--- src/rtl/instr_fetch_stage_pkg.sv ---
// fetch_pkg: shared constants, FSM encoding and entry type for the instruction-fetch stage.
package fetch_pkg;
    localparam int          INSTR_W          = 32;
    localparam logic [31:0] PC_INC           = 32'd4;
    localparam logic [31:0] DEFAULT_RESET_PC = 32'h0000_0000;

    localparam logic [1:0] IDLE = 2'd0;
    localparam logic [1:0] REQ  = 2'd1;
    localparam logic [1:0] KILL = 2'd2;
    localparam logic [1:0] FULL = 2'd3;

    typedef struct packed {
        logic [INSTR_W-1:0] instr;
        logic [31:0]        pc;
    } fetch_entry_t;

    function automatic logic [31:0] word_align(input logic [31:0] a);
        return {a[31:2], 2'b00};
    endfunction
endpackage

--- src/rtl/instr_fetch_stage_if.sv ---
// instr_fetch_stage_if: instruction-memory req/ack fetch bus.
interface instr_fetch_stage_if;
    import fetch_pkg::*;
    logic               imem_req_o;
    logic [31:0]        imem_addr_o;
    logic               imem_ack_i;
    logic [INSTR_W-1:0] imem_data_i;

    modport master (output imem_req_o, imem_addr_o, input imem_ack_i, imem_data_i);
    modport slave  (input imem_req_o, imem_addr_o, output imem_ack_i, imem_data_i);
endinterface

--- src/rtl/instr_fetch_stage_if_id_reg.sv ---
// if_id_reg: IF/ID pipeline register; flush beats load, load beats hold, unheld entries are consumed.
module if_id_reg import fetch_pkg::*; (
    input  logic         clk_i,
    input  logic         rst_i,
    input  logic         flush,
    input  logic         load,
    input  logic         hold,
    input  fetch_entry_t entry_d,
    output logic         valid,
    output fetch_entry_t entry
);
    always_ff @(posedge clk_i or negedge rst_i) begin
        if (!rst_i) begin
            valid <= 1'b0;
            entry <= '0;
        end else if (flush) begin
            valid <= 1'b0;
        end else if (load) begin
            valid <= 1'b1;
            entry <= entry_d;
        end else if (!hold) begin
            valid <= 1'b0;
        end
    end
endmodule

--- src/rtl/instr_fetch_stage.sv ---
// instr_fetch_stage: PC/fetch FSM with one-entry skid buffer feeding the IF/ID register.
module instr_fetch_stage import fetch_pkg::*; #(
    parameter logic [31:0] RESET_PC = DEFAULT_RESET_PC
) (
    input  logic                clk_i,
    input  logic                rst_i,
    instr_fetch_stage_if.master imem,
    input  logic                stall_i,
    input  logic                redirect_i,
    input  logic [31:0]         redirect_pc_i,
    output logic                valid_o,
    output logic [31:0]         instr_o,
    output logic [31:0]         pc_o,
    output logic [31:0]         pc_plus4_o,
    output logic [15:0]         imm16_o
);
    logic [1:0]   state, state_d;
    logic [31:0]  fetch_pc, kill_addr;
    logic         slot_free, ack, load;
    fetch_entry_t skid, entry_d, if_id;

    assign slot_free        = !valid_o || !stall_i;
    assign imem.imem_req_o  = state == REQ || state == KILL;
    assign ack              = imem.imem_req_o && imem.imem_ack_i;
    // KILL keeps presenting the abandoned address until its ack retires it
    assign imem.imem_addr_o = state == KILL ? kill_addr : fetch_pc;
    assign load             = slot_free && ((state == REQ && ack) || state == FULL);
    assign entry_d.instr    = state == FULL ? skid.instr : imem.imem_data_i;
    assign entry_d.pc       = state == FULL ? skid.pc : fetch_pc;

    always_comb begin
        state_d = redirect_i      ? (imem.imem_req_o && !ack ? KILL : REQ)
                : state == IDLE   ? REQ
                : state == REQ    ? (ack && !slot_free ? FULL : REQ)
                : state == FULL   ? (slot_free ? REQ : FULL)
                :                   (ack ? REQ : KILL);
    end

    always_ff @(posedge clk_i or negedge rst_i) begin
        if (!rst_i) begin
            state     <= IDLE;
            fetch_pc  <= RESET_PC;
            kill_addr <= RESET_PC;
            skid      <= '0;
        end else begin
            state     <= state_d;
            kill_addr <= state == REQ ? fetch_pc : kill_addr;
            fetch_pc  <= redirect_i ? word_align(redirect_pc_i)
                       : (state == REQ && ack) ? fetch_pc + PC_INC : fetch_pc;
            if (state == REQ && ack && !slot_free) begin
                skid.instr <= imem.imem_data_i;
                skid.pc    <= fetch_pc;
            end
        end
    end

    if_id_reg u_if_id (
        .clk_i   (clk_i),
        .rst_i   (rst_i),
        .flush   (redirect_i),
        .load    (load),
        .hold    (stall_i),
        .entry_d (entry_d),
        .valid   (valid_o),
        .entry   (if_id)
    );

    assign instr_o    = if_id.instr;
    assign pc_o       = if_id.pc;
    assign pc_plus4_o = pc_o + PC_INC;
    assign imm16_o    = instr_o[15:0];
endmodule

--- src/flat_wrapper.sv ---
// flat-port wrapper written by rule: the top's interface ports become plain ports
module instr_fetch_stage_flat import fetch_pkg::*;
#(
    parameter logic [31:0] RESET_PC = DEFAULT_RESET_PC
)
  (clk_i, rst_i, stall_i, redirect_i, redirect_pc_i, valid_o, instr_o, pc_o, pc_plus4_o, imm16_o, imem_imem_req_o, imem_imem_addr_o, imem_imem_ack_i, imem_imem_data_i);
  instr_fetch_stage_if imem_i ();
  input  logic clk_i;
  input  logic rst_i;
  input  logic stall_i;
  input  logic redirect_i;
  input  logic [31:0] redirect_pc_i;
  output logic valid_o;
  output logic [31:0] instr_o;
  output logic [31:0] pc_o;
  output logic [31:0] pc_plus4_o;
  output logic [15:0] imm16_o;
  output wire logic [$bits(imem_i.imem_req_o)-1:0] imem_imem_req_o;
  output wire logic [$bits(imem_i.imem_addr_o)-1:0] imem_imem_addr_o;
  input wire logic [$bits(imem_i.imem_ack_i)-1:0] imem_imem_ack_i;
  input wire logic [$bits(imem_i.imem_data_i)-1:0] imem_imem_data_i;
  assign imem_imem_req_o = imem_i.imem_req_o;
  assign imem_imem_addr_o = imem_i.imem_addr_o;
  assign imem_i.imem_ack_i = imem_imem_ack_i;
  assign imem_i.imem_data_i = imem_imem_data_i;
  instr_fetch_stage #(.RESET_PC(RESET_PC)) u_core (.clk_i(clk_i), .rst_i(rst_i), .imem(imem_i), .stall_i(stall_i), .redirect_i(redirect_i), .redirect_pc_i(redirect_pc_i), .valid_o(valid_o), .instr_o(instr_o), .pc_o(pc_o), .pc_plus4_o(pc_plus4_o), .imm16_o(imm16_o));
endmodule
--- config.mk ---
export PLATFORM = sky130hd
export DESIGN_NAME = instr_fetch_stage_flat
export DESIGN_NICKNAME = d
export VERILOG_FILES = /design/src/rtl/instr_fetch_stage_pkg.sv /design/src/rtl/instr_fetch_stage_if.sv /design/src/rtl/instr_fetch_stage_if_id_reg.sv /design/src/rtl/instr_fetch_stage.sv /design/src/flat_wrapper.sv
export SDC_FILE = /design/constraint.sdc
export NUM_CORES = 1
export LEC_CHECK = 0
export CELL_PAD_IN_SITES_DETAIL_PLACEMENT = 1
export CELL_PAD_IN_SITES_GLOBAL_PLACEMENT = 1
export CORE_AREA = 10 10 174 176
export CTS_BUF_LIST = sky130_fd_sc_hd__clkbuf_4 sky130_fd_sc_hd__clkbuf_8
export CTS_CLUSTER_DIAMETER = 200
export DETAILED_ROUTE_END_ITERATION = 10
export DIE_AREA = 0 0 184 186
export PLACE_DENSITY_LB_ADDON = 0.1
export SKIP_LAST_GASP = 1
export SLEW_MARGIN = 20
export SYNTH_ARGS = -nofsm -noshare
export SYNTH_HDL_FRONTEND = slang
export SYNTH_SLANG_ARGS = --single-unit
--- constraint.sdc ---
create_clock -name clk_i -period 3.5 [get_ports clk_i]
set_clock_uncertainty 0.2 [all_clocks]
set_input_delay 0.35 -clock clk_i [delete_from_list [all_inputs] [get_ports clk_i]]
set_output_delay 0.35 -clock clk_i [all_outputs]
set_load 0.005 [all_outputs]
==> impl_metrics.yaml <==
worst_setup_path:
  cpMaxStageDelayCell: "clkdlybuf4s50_1"
  endpoint_kind: "primary output"
  r2r_end: "u_core.fetch_pc[31]"
  cp_max_fo: 8
  reg2reg_slack_ns: 0.86
  r2r_start: "u_core.state[1]"
  worstSetupEndpoint: "pc_plus4_o[31]"
  critical_path_class: "flop to primary output"
  arrival_ns: 2.73
  reg2reg_depth: 6
  crit_buf_inv: 1
  crit_path_start_kind: "flop"
  critPathLaunch: "u_core.u_if_id.entry[12]"
  path_depth: 5
  crit_family: "simple AND/OR/NAND/NOR gates"
  worstPathCellList: "and4_1, nand4_1, nor4_2, xor2_1, clkdlybuf4s50_1"
  cp_slowest_stage_delay_ns: 0.56
  required_ns: 2.95
route:
  vias: 6803
  drt-total-wl_um: 26800
  vias_per_cell: 5.01
  route.detailed.drc: 0
  first_pass_iters: 4
  drtIter0Drc: 405
  routedWlPerCell_um: 19.7
  antenna_left: 0
synth:
  syn_area_per_cell_sq_um: 10.9
  yosys_warnings: 0
  netlist_area_sq_um: 9210
  synth_cells: 843
  ys_ff_latch: 187
  yosysUniqueCellTypes: 39
  yosysSeqAreaShare_pct: 50.8
placement:
  pre_cts_ws_ns: 0.602
  placed_area_sq_um: 11500
  dp_cells: 1325
  post-dp-hpwl_um: 19200
  io_buffers: 206
  place_congestion: 0.755
power:
  vdd_ir_drop_max_mv: 0.325
  p_per_area_nw_per_um2: 774
  finalPower_mw: 9.19
  power.leakage_nw: 4.87
global_route:
  grt_max_degree: 125
  grt_overflow_total: 0
  grtUsageTotal_pct: 15.7
  grt_pass1_wl_um: 42600
  grt_pass1_vias: 7218
  antenna_found_initial: 0
timing:
  relSlewSlack_pct: 41.0
  final-max-slew-violation-count: 0
  finalSetupViolations: 0
  worst_pin_slew_ns: 0.884
  timing.final.crit_share_pct: 93.8
  rsz0062_at_grt: "no"
  finalHoldViolations: 0
  whs_ns: 0.232
  fmaxAchievable_mhz: 305
  min_period_ns: 3.28
  final.setup.tns_ns: 0
  setup_ws_ns: 0.216
layout:
  n_antenna_cell: 0
  stdcell_area_sq_um: 11900
  drive_gt1_share_pct: 16.2
  fin_nets: 1080
  final_util_pct: 44.4
  fin_cells: 1359
  area_delta_synth_final_pct: 28.9
  mostFrequentLayoutCell: "clkdlybuf4s50_1"
  layout_common_cells: "clkdlybuf4s50_1 (205), dfrtp_1 (187), nand2_1 (112), mux2_2 (112), o21ai_0 (88)"
clock_network:
  cts_htree_levels: 4
  cts_buffer_depth: 2
  cts_buffers: 17
  path_clk_slew_ns: 0.11
  clk_latency_ns: 0.47
  cts_setup_buffers: 0
  cts_root_buf: "clkbuf_8"
  cts_tree: "done"
  cts.sinks: 187
floorplan:
  die_y_um: 186
  start_util_pct: 34.5
  io_pins: 215
  die_x_um: 184
  fp.coreArea_sq_um: 26700
  fp.dieArea_sq_um: 34200
  rows: 60
worst_hold_path:
  hold_path_class: "input pin to flop"
run:
  cap_viol_max_count: 0
status:
  outcome: "complete, no violations"
## power by group
| part | switching, mW | leakage (nW) | internal (mW) |
|---|---|---|---|
| clock | 0.879 | 0.200 | 0.565 |
| sequential | 0.711 | 2.28 | 3.05 |
| combinational | 1.64 | 2.39 | 2.34 |
## tightest hold or removal path, stage by stage
cell and delay, ns:
clkdlybuf4s50_1 0.40, nand2_1 0.06, o21ai_0 0.06
## repair_timing
| action | 4_1_cts | 5_1_grt |
|---|---|---|
| hold buffers | 1 | 0 |
| resized for setup | 0 | 2 |
| endpoints found under the setup margin | 0 | 15 |
| hold endpoints to repair | 68 | 0 |
## layout make-up
class / count / area [sq um]
Clock buffer: 19 / 262
Clock inverter: 13 / 120
Fill cell: 2931 / 14900
Inverter: 12 / 45.0
Multi-Input combinational cell: 567 / 4130
Sequential cell: 187 / 4680
Tap cell: 341 / 427
Timing Repair Buffer: 220 / 2210
## flip-flops by register name, summed over array words and instances (netlist names)
signal / cells
u_core.skid: 62
u_core.state: 2
u_core.kill_addr: 30
u_core.u_if_id.valid: 1
u_core.u_if_id.entry: 62
u_core.fetch_pc: 30
## worst min-delay path by stage
stage,startpoint,to,slack (ns),cells after the start
2_1_floorplan,rst_i,u_core.fetch_pc[10],-0.15,0
3_5_place_dp,rst_i,u_core.skid[61],0.22,1
6_report,redirect_pc_i[5],u_core.fetch_pc[5],0.23,3
3_3_place_gp,rst_i,u_core.skid[61],0.22,1
4_1_cts,redirect_pc_i[5],u_core.fetch_pc[5],0.21,3
5_1_grt,redirect_pc_i[21],u_core.fetch_pc[21],0.21,3
## metal layers
layer	wire length [um]	vias up	global-route usage (%)	share of wire (%)
met1	13700	3355	22.3	51
met2	11600	148	23.7	43
met3	1190	17	3.26	4.4
met5	0	-	0	0
li1	-	3283	-	-
met4	232	0	3.54	0.87
## cells in the mapped netlist, drive strengths merged
| cell type | count | share of area [%] |
|---|---|---|
| dfrtp | 187 | 51 |
| and2 | 1 | 0.068 |
| nor2 | 15 | 0.61 |
| a211o | 1 | 0.095 |
| ha | 6 | 0.82 |
| o31a | 2 | 0.19 |
| nand2b | 1 | 0.068 |
| nand4 | 16 | 1.1 |
| and4 | 14 | 1.4 |
| nand3 | 23 | 1.2 |
| or4 | 14 | 1.1 |
| mux2i | 63 | 6.8 |
| or3 | 2 | 0.14 |
| or4b | 1 | 0.15 |
| a31oi | 13 | 0.88 |
| nand2 | 112 | 4.6 |
| xnor2 | 21 | 2.0 |
| clkbuf | 47 | 1.9 |
| inv | 12 | 0.49 |
| o21ai | 88 | 4.8 |
| nand4bb | 1 | 0.12 |
| a21oi | 3 | 0.16 |
| a31o | 1 | 0.095 |
| mux2 | 112 | 14 |
| o31ai | 10 | 0.82 |
| o211ai | 5 | 0.41 |
| and3 | 8 | 0.54 |
| conb | 1 | 0.041 |
| nor4 | 2 | 0.14 |
| xor2 | 18 | 1.7 |
| nor3 | 6 | 0.33 |
| buf | 35 | 2.4 |
| o41a | 1 | 0.12 |
| nand3b | 1 | 0.082 |
## logic make-up (layout without fill, tap and decap cells)
kind of cell             Yosys count  after routing  share of synthesized area [%]
adder cells (fa/ha/maj)            6              6                          0.815
XOR/XNOR                          39             39                           3.71
AO/OA/AOI/OAI                    124            124                           7.55
other                              1              6                         0.0407
AND/OR/NAND/NOR                  217            217                           11.6
flip-flops                       187            187                           50.8
multiplexers                     175            175                           20.5
buffers and inverters             94            264                           4.88
No activity file was read; power rests on OpenSTA's default activity.
